`src/rtl/fft_result_unloader.sv`:
```
// Streams the N bins of the in-place FFT result RAM out over valid/ready, tagged with index and last.
// Optional FFT_UNLOAD_FFTSHIFT_EN: flip the address MSB so the zero-frequency bin is centred.
module fft_result_unloader #(
  parameter int N          = 8192,
  parameter int ADDR_WIDTH = 13,
  parameter int DATA_WIDTH = 32
) (
  input  logic                  clk,
  input  logic                  rst_n,
  input  logic                  i_start,
  output logic                  o_ram_rd_en,
  output logic [ADDR_WIDTH-1:0] o_ram_rd_addr,
  input  logic [DATA_WIDTH-1:0] i_ram_rd_data,
  output logic                  o_m_valid,
  input  logic                  i_m_ready,
  output logic [DATA_WIDTH-1:0] o_m_data,
  output logic [ADDR_WIDTH-1:0] o_m_index,
  output logic                  o_m_last,
  output logic                  o_busy,
  output logic                  o_done
);

  // state    | meaning
  // S_IDLE   | waiting for start
  // S_STREAM | issuing reads while FIFO credit is available
  // S_DRAIN  | all reads issued, emptying FIFO and in-flight read
  // S_DONE   | one-cycle done pulse
  typedef enum logic [1:0] {S_IDLE, S_STREAM, S_DRAIN, S_DONE} state_t;

  localparam logic [ADDR_WIDTH:0] LP_LAST = (ADDR_WIDTH+1)'(N - 1);
`ifdef FFT_UNLOAD_FFTSHIFT_EN
  localparam logic [ADDR_WIDTH-1:0] LP_FLIP = ADDR_WIDTH'(N / 2);
`else
  localparam logic [ADDR_WIDTH-1:0] LP_FLIP = '0;
`endif

  state_t                r_state;
  state_t                w_state_nxt;
  logic [ADDR_WIDTH:0]   r_issue_cnt;
  logic                  r_inflight;
  logic [ADDR_WIDTH-1:0] r_inflight_addr;
  logic                  r_inflight_last;
  logic [DATA_WIDTH-1:0] r_fifo_data [2];
  logic [ADDR_WIDTH-1:0] r_fifo_idx  [2];
  logic [1:0]            r_fifo_last;
  logic                  r_wr_ptr;
  logic                  r_rd_ptr;
  logic [1:0]            r_count;

  logic                  w_push;
  logic                  w_pop;
  logic                  w_rd_en;
  logic                  w_last_issue;
  logic [2:0]            w_credit;
  logic [1:0]            w_count_nxt;
  logic [ADDR_WIDTH-1:0] w_addr;

  assign w_push       = r_inflight;
  assign w_pop        = o_m_valid && i_m_ready;
  // A slot freed by this cycle's pop is reusable now, which sustains one bin per cycle.
  assign w_credit     = {1'b0, r_count} + {2'b00, r_inflight} - {2'b00, w_pop};
  assign w_rd_en      = (r_state == S_STREAM) && (w_credit < 3'd2);
  assign w_last_issue = (r_issue_cnt == LP_LAST);
  assign w_count_nxt  = r_count + {1'b0, w_push} - {1'b0, w_pop};
  assign w_addr       = r_issue_cnt[ADDR_WIDTH-1:0] ^ LP_FLIP;

  always_ff @(posedge clk or negedge rst_n) begin
    if (!rst_n) r_state <= S_IDLE;
    else        r_state <= w_state_nxt;
  end

  always_comb begin
    w_state_nxt = r_state;
    o_busy      = 1'b0;
    o_done      = 1'b0;
    case (r_state)
      S_IDLE:   if (i_start) w_state_nxt = S_STREAM;
      S_STREAM: begin
        o_busy = 1'b1;
        if (w_rd_en && w_last_issue) w_state_nxt = S_DRAIN;
      end
      S_DRAIN:  begin
        o_busy = 1'b1;
        if ((w_count_nxt == 2'd0) && !r_inflight) w_state_nxt = S_DONE;
      end
      S_DONE:   begin
        o_done      = 1'b1;
        w_state_nxt = S_IDLE;
      end
      default:  w_state_nxt = S_IDLE;
    endcase
  end

  always_ff @(posedge clk or negedge rst_n) begin
    if (!rst_n) begin
      r_issue_cnt     <= '0;
      r_inflight      <= 1'b0;
      r_inflight_addr <= '0;
      r_inflight_last <= 1'b0;
    end else begin
      if (r_state == S_IDLE) r_issue_cnt <= '0;
      else if (w_rd_en)      r_issue_cnt <= r_issue_cnt + 1'b1;
      r_inflight      <= w_rd_en;
      r_inflight_addr <= w_addr;
      r_inflight_last <= w_last_issue;
    end
  end

  always_ff @(posedge clk or negedge rst_n) begin
    if (!rst_n) begin
      r_fifo_data[0] <= '0;
      r_fifo_data[1] <= '0;
      r_fifo_idx[0]  <= '0;
      r_fifo_idx[1]  <= '0;
      r_fifo_last    <= '0;
      r_wr_ptr       <= 1'b0;
      r_rd_ptr       <= 1'b0;
      r_count        <= '0;
    end else begin
      if (w_push) begin
        r_fifo_data[r_wr_ptr] <= i_ram_rd_data;
        r_fifo_idx[r_wr_ptr]  <= r_inflight_addr;
        r_fifo_last[r_wr_ptr] <= r_inflight_last;
        r_wr_ptr              <= ~r_wr_ptr;
      end
      if (w_pop) r_rd_ptr <= ~r_rd_ptr;
      r_count <= w_count_nxt;
    end
  end

  assign o_ram_rd_en   = w_rd_en;
  assign o_ram_rd_addr = w_addr;
  assign o_m_valid     = (r_count != 2'd0);
  assign o_m_data      = r_fifo_data[r_rd_ptr];
  assign o_m_index     = r_fifo_idx[r_rd_ptr];
  assign o_m_last      = o_m_valid && r_fifo_last[r_rd_ptr];

  ap_no_overflow: assert property (@(posedge clk) disable iff (!rst_n)
    !(w_push && !w_pop && (r_count == 2'd2)));

endmodule
```
`config.mk`:
```
export PLATFORM = sky130hd
export DESIGN_NAME = fft_result_unloader
export DESIGN_NICKNAME = d
export VERILOG_FILES = /design/src/rtl/fft_result_unloader.sv
export SDC_FILE = /design/constraint.sdc
export NUM_CORES = 1
export LEC_CHECK = 0
export CELL_PAD_IN_SITES_DETAIL_PLACEMENT = 1
export CELL_PAD_IN_SITES_GLOBAL_PLACEMENT = 2
export CORE_MARGIN = 3
export CORE_UTILIZATION = 36
export CTS_CLUSTER_DIAMETER = 30
export DETAILED_ROUTE_END_ITERATION = 16
export GPL_ROUTABILITY_DRIVEN = 0
export PLACE_DENSITY = 0.8
export SETUP_SLACK_MARGIN = 0.05
export SLEW_MARGIN = 20
export SYNTH_ARGS = -nofsm -noshare
export SYNTH_HDL_FRONTEND = slang
export SYNTH_SLANG_ARGS = --single-unit
```
`constraint.sdc`:
```
create_clock -name clk -period 4.76 [get_ports clk]
set_input_delay 1.19 -clock clk [delete_from_list [all_inputs] [get_ports clk]]
set_output_delay 1.19 -clock clk [all_outputs]
set_load 0.01 [all_outputs]
```
=== After elaboration in Yosys (flattened, before gate mapping) ===
Cells that the tools add are included.
Widths: inputs -> output; s select.

* Register bits: 127

* Add/subtract/negate cells: 5
* $lt $le $gt $ge: 7
* Equality and inequality tests: 7
* Mux-type cells: 25
* Bitwise gates (word level): 4
* Reduce and logical (&&, ||, !) cells: 14

{| class="wikitable"
|+ Operators by type and width
! kind !! count
|-
| $mux 32 || 4
|-
| $bwmux 64 || 1
|-
| $mux 13 || 4
|-
| $demux 32 s1 || 1
|-
| $mux 14 || 2
|-
| $bwmux 26 || 1
|-
| $add 14x1->14 const B || 1
|-
| $eq 14x13->1 const B || 1
|-
| $demux 13 s1 || 1
|-
| $pmux 2 s4 || 1
|-
| $logic_and 1x1->1 || 7
|-
| $mux 2 || 3
|-
| $mux 1 || 5
|-
| $eq 2x2->1 const B || 2
|-
| $ge 2x2->1 const B || 2
|-
| $logic_not 2->1 || 2
|-
| $lt 1x2->1 const B || 2
|-
| $ne 2x2->1 const B || 2
|-
| $not 1->2 || 2
|-
| $reduce_bool 2->1 || 2
|-
| $add 2x1->3 || 1
|-
| $lt 3x2->1 const B || 1
|-
| $reduce_and 3->1 || 1
|-
| $sub 3x1->3 || 1
|-
| other kinds (11) || 12
|}

=== Depth between registers and ports, before layout ===
* Depth in word-level cells: 8
* Depth in mapped cells: 12
* Mapped depth without buffers: 11

=== Worst setup path before layout ===
No wires, ideal clock.

* Kind: input to output
* From: input port i_m_ready
* To: output port o_ram_rd_en
* Data arrival time: 2.947 ns
* Slack: 0.623 ns
* Stages: 8
* Buffers on the path: 1
* Path through: and2_1 > ha_1 > inv_1 > ha_1 > fa_1 > and2b_1 > and2_2 > clkbuf_1

* Cells in the longest elaborated chain, start to end: 4

{| class="wikitable"
|+ RTL lines
! what !! line !! source
|-
| start, declared || 15 || <nowiki>input logic i_m_ready,</nowiki>
|-
| $logic_and 1x1->1 || 59 || <nowiki>assign w_pop = o_m_valid && i_m_ready;</nowiki>
|-
| $sub 3x1->3 || 61 || <nowiki>assign w_credit = {1'b0, r_count} + {2'b00, r_inflight} - {2'b00, w_pop};</nowiki>
|-
| $lt 3x2->1 || 62 || <nowiki>assign w_rd_en = (r_state == S_STREAM) && (w_credit < 3'd2);</nowiki>
|-
| $logic_and 1x1->1 || 62 ||
|-
| end, declared || 11 || <nowiki>output logic o_ram_rd_en,</nowiki>
|}

Every way passes these cells.

=== Worst setup path in the final report ===
* From: input port i_m_ready
* To: output port o_ram_rd_en

* Cells in the longest elaborated chain, start to end: 4

{| class="wikitable"
|+ RTL lines
! what !! line !! source
|-
| $logic_and 1x1->1 || 59 ||
|-
| named net w_pop || 51 || <nowiki>logic w_pop;</nowiki>
|-
| $sub 3x1->3 || 61 ||
|-
| $lt 3x2->1 || 62 ||
|-
| $logic_and 1x1->1 || 62 ||
|}

The timed path passes the listed nets, and every way through them passes these cells.

==> reports/metrics.yaml <==
cts_sinks: 127
port_buffers: 98
outcome: "completed"
p_clk_share_pct: 29.1
initialDrtViolationCount: 80
drive_gt1_share_pct: 38.2
crit_path_end: "o_ram_rd_en"
rsz0062_at_grt: "false"
routedWlPerCell_um: 18.0
pwr-share-seq_pct: 32.7
start_util_pct: 37.3
cts_setup_buffers: 0
p_int_mw: 3.78
die_w_um: 130
clock_latency_ns: 0.42
timing.rr.end: "r_state[1]$_DFFE_PN0P_"
syn-cell-area_sq_um: 5510
firstDrtPassIters: 3
ys_top_cells_by_area: "dfrtp_1 (58%), mux2_2 (28%), buf_4 (1.8%)"
critical_path_arrival_ns: 3.38
fin_crit_ns: 4.57
grt_pass1_wl_um: 19700
r2r-start: "r_count[1]$_DFF_PN0_"
synth_nets: 426
power_switching_mw: 1.50
finalSetupViolCount: 0
reg2reg_depth: 12
ant_nets: 0
pwr-share-comb_pct: 38.1
finalClockSkew_ns: 0.00838
power.density_nw_per_um2: 719
drc: 0
total_leakage_power_nw: 3.17
overflow: 0
area_growth_syn_to_layout_pct: 33.3
dp_cells: 644
cts_buffer_depth: 2
ir_worst_vdd_uv: 323
finish.net_count: 523
ys_ff_latch: 127
crit_fanout: 2
grt_pass1_vias: 3883
fin_util_pct: 49.7
max-cap-violations: 0
worst_pin_slew_ns: 0.891
grt_antenna_before_repair: 0
startpoint: "i_m_ready"
ys_seq_area_share_pct: 57.7
antenna_cells: 0
pin_count: 99
regToRegSetupSlack_ns: 1.64
yosysWarningCount: 0
grt_max_degree: 72
clock.fmax_mhz: 219
coreArea_sq_um: 14800
avgSynthCellArea_sq_um: 14.4
place_hpwl_um: 8140
drv_slew: 0
fin_crit_sh_pct: 95.9
sw_frac_of_total_pct: 28.4
worstSetupPathType: "in2out"
detail_route.vias_per_cell: 4.98
placementRows: 44
clkTransAtPathRegs_ns: 0.05
slew_headroom_pct: 40.6
cts-root-buf: "clkbuf_16"
tritoncts: "built"
track_usage_pct: 15.4
fin_area_sq_um: 7340
wirelength_um: 12200
crit_path_end_kind: "output port"
synthCells: 382
fin_hold_ws_ns: 0.451
dieArea_sq_um: 16800
numCtsBuffers: 17
die_y_um: 130
htreeDepth: 4
synth_top_cell_by_area: "dfrtp_1"
dpl_cell_area_sq_um: 6630
synth_top_area_share_pct: 57.7
cp-start-kind: "input pin"
worstPathRequired_ns: 3.57
via_count: 3366
hold_violations: 0
final_cells: 676
hp-class: "reg2reg"
yosysUniqueCellTypes: 35
-- cell usage after synthesis --
master and n:
mux2_2 137, dfrtp_1 127, buf_4 13, clkbuf_1 13, inv_1 9, nor2_1 9
a21oi_1 7, ha_1 7, nand2_1 6, xor2_1 6, buf_2 4, o21ai_0 4
o31ai_1 4, mux2i_1 3, nand3_1 3, or3_1 3, or4_1 3, xnor2_1 3
and2_1 2, and4_1 2, nand4_1 2, nand4_2 2, a211o_1 1, and2_2 1
and2b_1 1, and3_1 1, and4_2 1, fa_1 1, mux2_1 1, nand4b_1 1
nor2b_1 1, nor3_1 1, o31a_1 1, or2_2 1, xor2_2 1
-- sequential cells by signal, summed over array words and instances (netlist names) --
signal,flops
r_state,2
r_inflight_addr,13
r_wr_ptr,1
r_issue_cnt,14
r_count,2
r_rd_ptr,1
r_fifo_last,2
r_fifo_idx,26
r_inflight_last,1
r_inflight,1
r_fifo_data,64
-- worst min path at each step --
stage | slack (ns) | from | depth (start not counted) | to
2_1_floorplan | 0.40 | r_issue_cnt[12]$_DFFE_PN0P_ | 0 | r_inflight_addr[12]$_DFF_PN0_
3_3_place_gp | 0.44 | r_issue_cnt[1]$_DFFE_PN0P_ | 0 | r_inflight_addr[1]$_DFF_PN0_
3_5_place_dp | 0.44 | r_issue_cnt[1]$_DFFE_PN0P_ | 0 | r_inflight_addr[1]$_DFF_PN0_
4_1_cts | 0.46 | r_issue_cnt[1]$_DFFE_PN0P_ | 0 | r_inflight_addr[1]$_DFF_PN0_
5_1_grt | 0.47 | r_issue_cnt[1]$_DFFE_PN0P_ | 0 | r_inflight_addr[1]$_DFF_PN0_
6_report | 0.45 | r_issue_cnt[1]$_DFFE_PN0P_ | 0 | r_inflight_addr[1]$_DFF_PN0_
-- cell usage in the layout (no fill, tap or decap), types with 2 or more instances in the layout --
cell type          n
a21oi_1            7
and2_1             2
and4_1             2
buf_4             11
bufinv_16          7
clkbuf_16         17
clkbuf_8           3
clkdlybuf4s50_1   96
clkinv_2           3
dfrtp_1          126
ha_1               7
inv_1              9
mux2_2           137
mux2i_1            3
nand2_1            5
nand3_1            3
nand4_1            2
nand4_2            2
nor2_1             9
o21ai_0            4
o31ai_1            4
or3_1              3
or4_1              3
xnor2_1            3
xor2_1             6
-- layer usage --
layer  global-route usage, %  vias up  routed length (um)
met2                    26.8       74                6280
met5                       0        -                   0
li1                        -     1530                   -
met4                    6.05        0                 193
met3                    4.45       17                 504
met1                    18.0     1745                5180
-- worst max-delay path: stages --
cell and delay [ns]:
clkdlybuf4s50_1 0.39, and2_1 0.15, ha_1 0.27, inv_1 0.04, ha_1 0.18, fa_1 0.51, and2b_1 0.20, and2_2 0.18
dlygate4sd2_1 0.28
-- through the flow --
step	worst slack (ns)	TNS, ns	power [mW]
floorplan	0.623	0	2.88
global placement	0.00274	0	3.72
detailed placement	-0.0178	-0.0178	3.80
CTS	0.179	0	5.37
global route	0.108	0	5.59
finish	0.194	0	5.28
-- logic make-up after synthesis --
group / after synthesis / synth area share [%]
compound gates: 17 / 1.86
xor+xnor: 10 / 1.73
fa+ha+maj: 8 / 1.95
buf+inv: 39 / 3.64
flops: 127 / 57.7
mux: 141 / 28.8
simple gates: 40 / 4.32
-- cell type report --
class                      instances  area, sq um
multi-input combinational        216         2140
fill                            1460         7420
sequential                       127         3180
inverter                           9         33.8
clock buffer                      21          470
clock inverter                    11          233
tap                              184          230
timing repair buffer             108         1050
-- power groups by stage --
stage	clock [mW]	sequential (mW)	combinational, mW
final	1.54	1.73	2.01
after global routing	1.63	1.79	2.17
after CTS	1.58	1.74	2.05
after detailed placement	0	1.75	2.05
after floorplan	0	1.64	1.24
after global placement	0	1.72	2.00
-- timing repair --
| action | 4_1_cts | 5_1_grt |
|---|---|---|
| setup endpoints to repair | 1 | 0 |
| hold buffers | 0 | 0 |
| endpoints found under the hold margin | 0 | 0 |
| resized for setup | 1 | 0 |
Power figures use the tool's default switching activity.
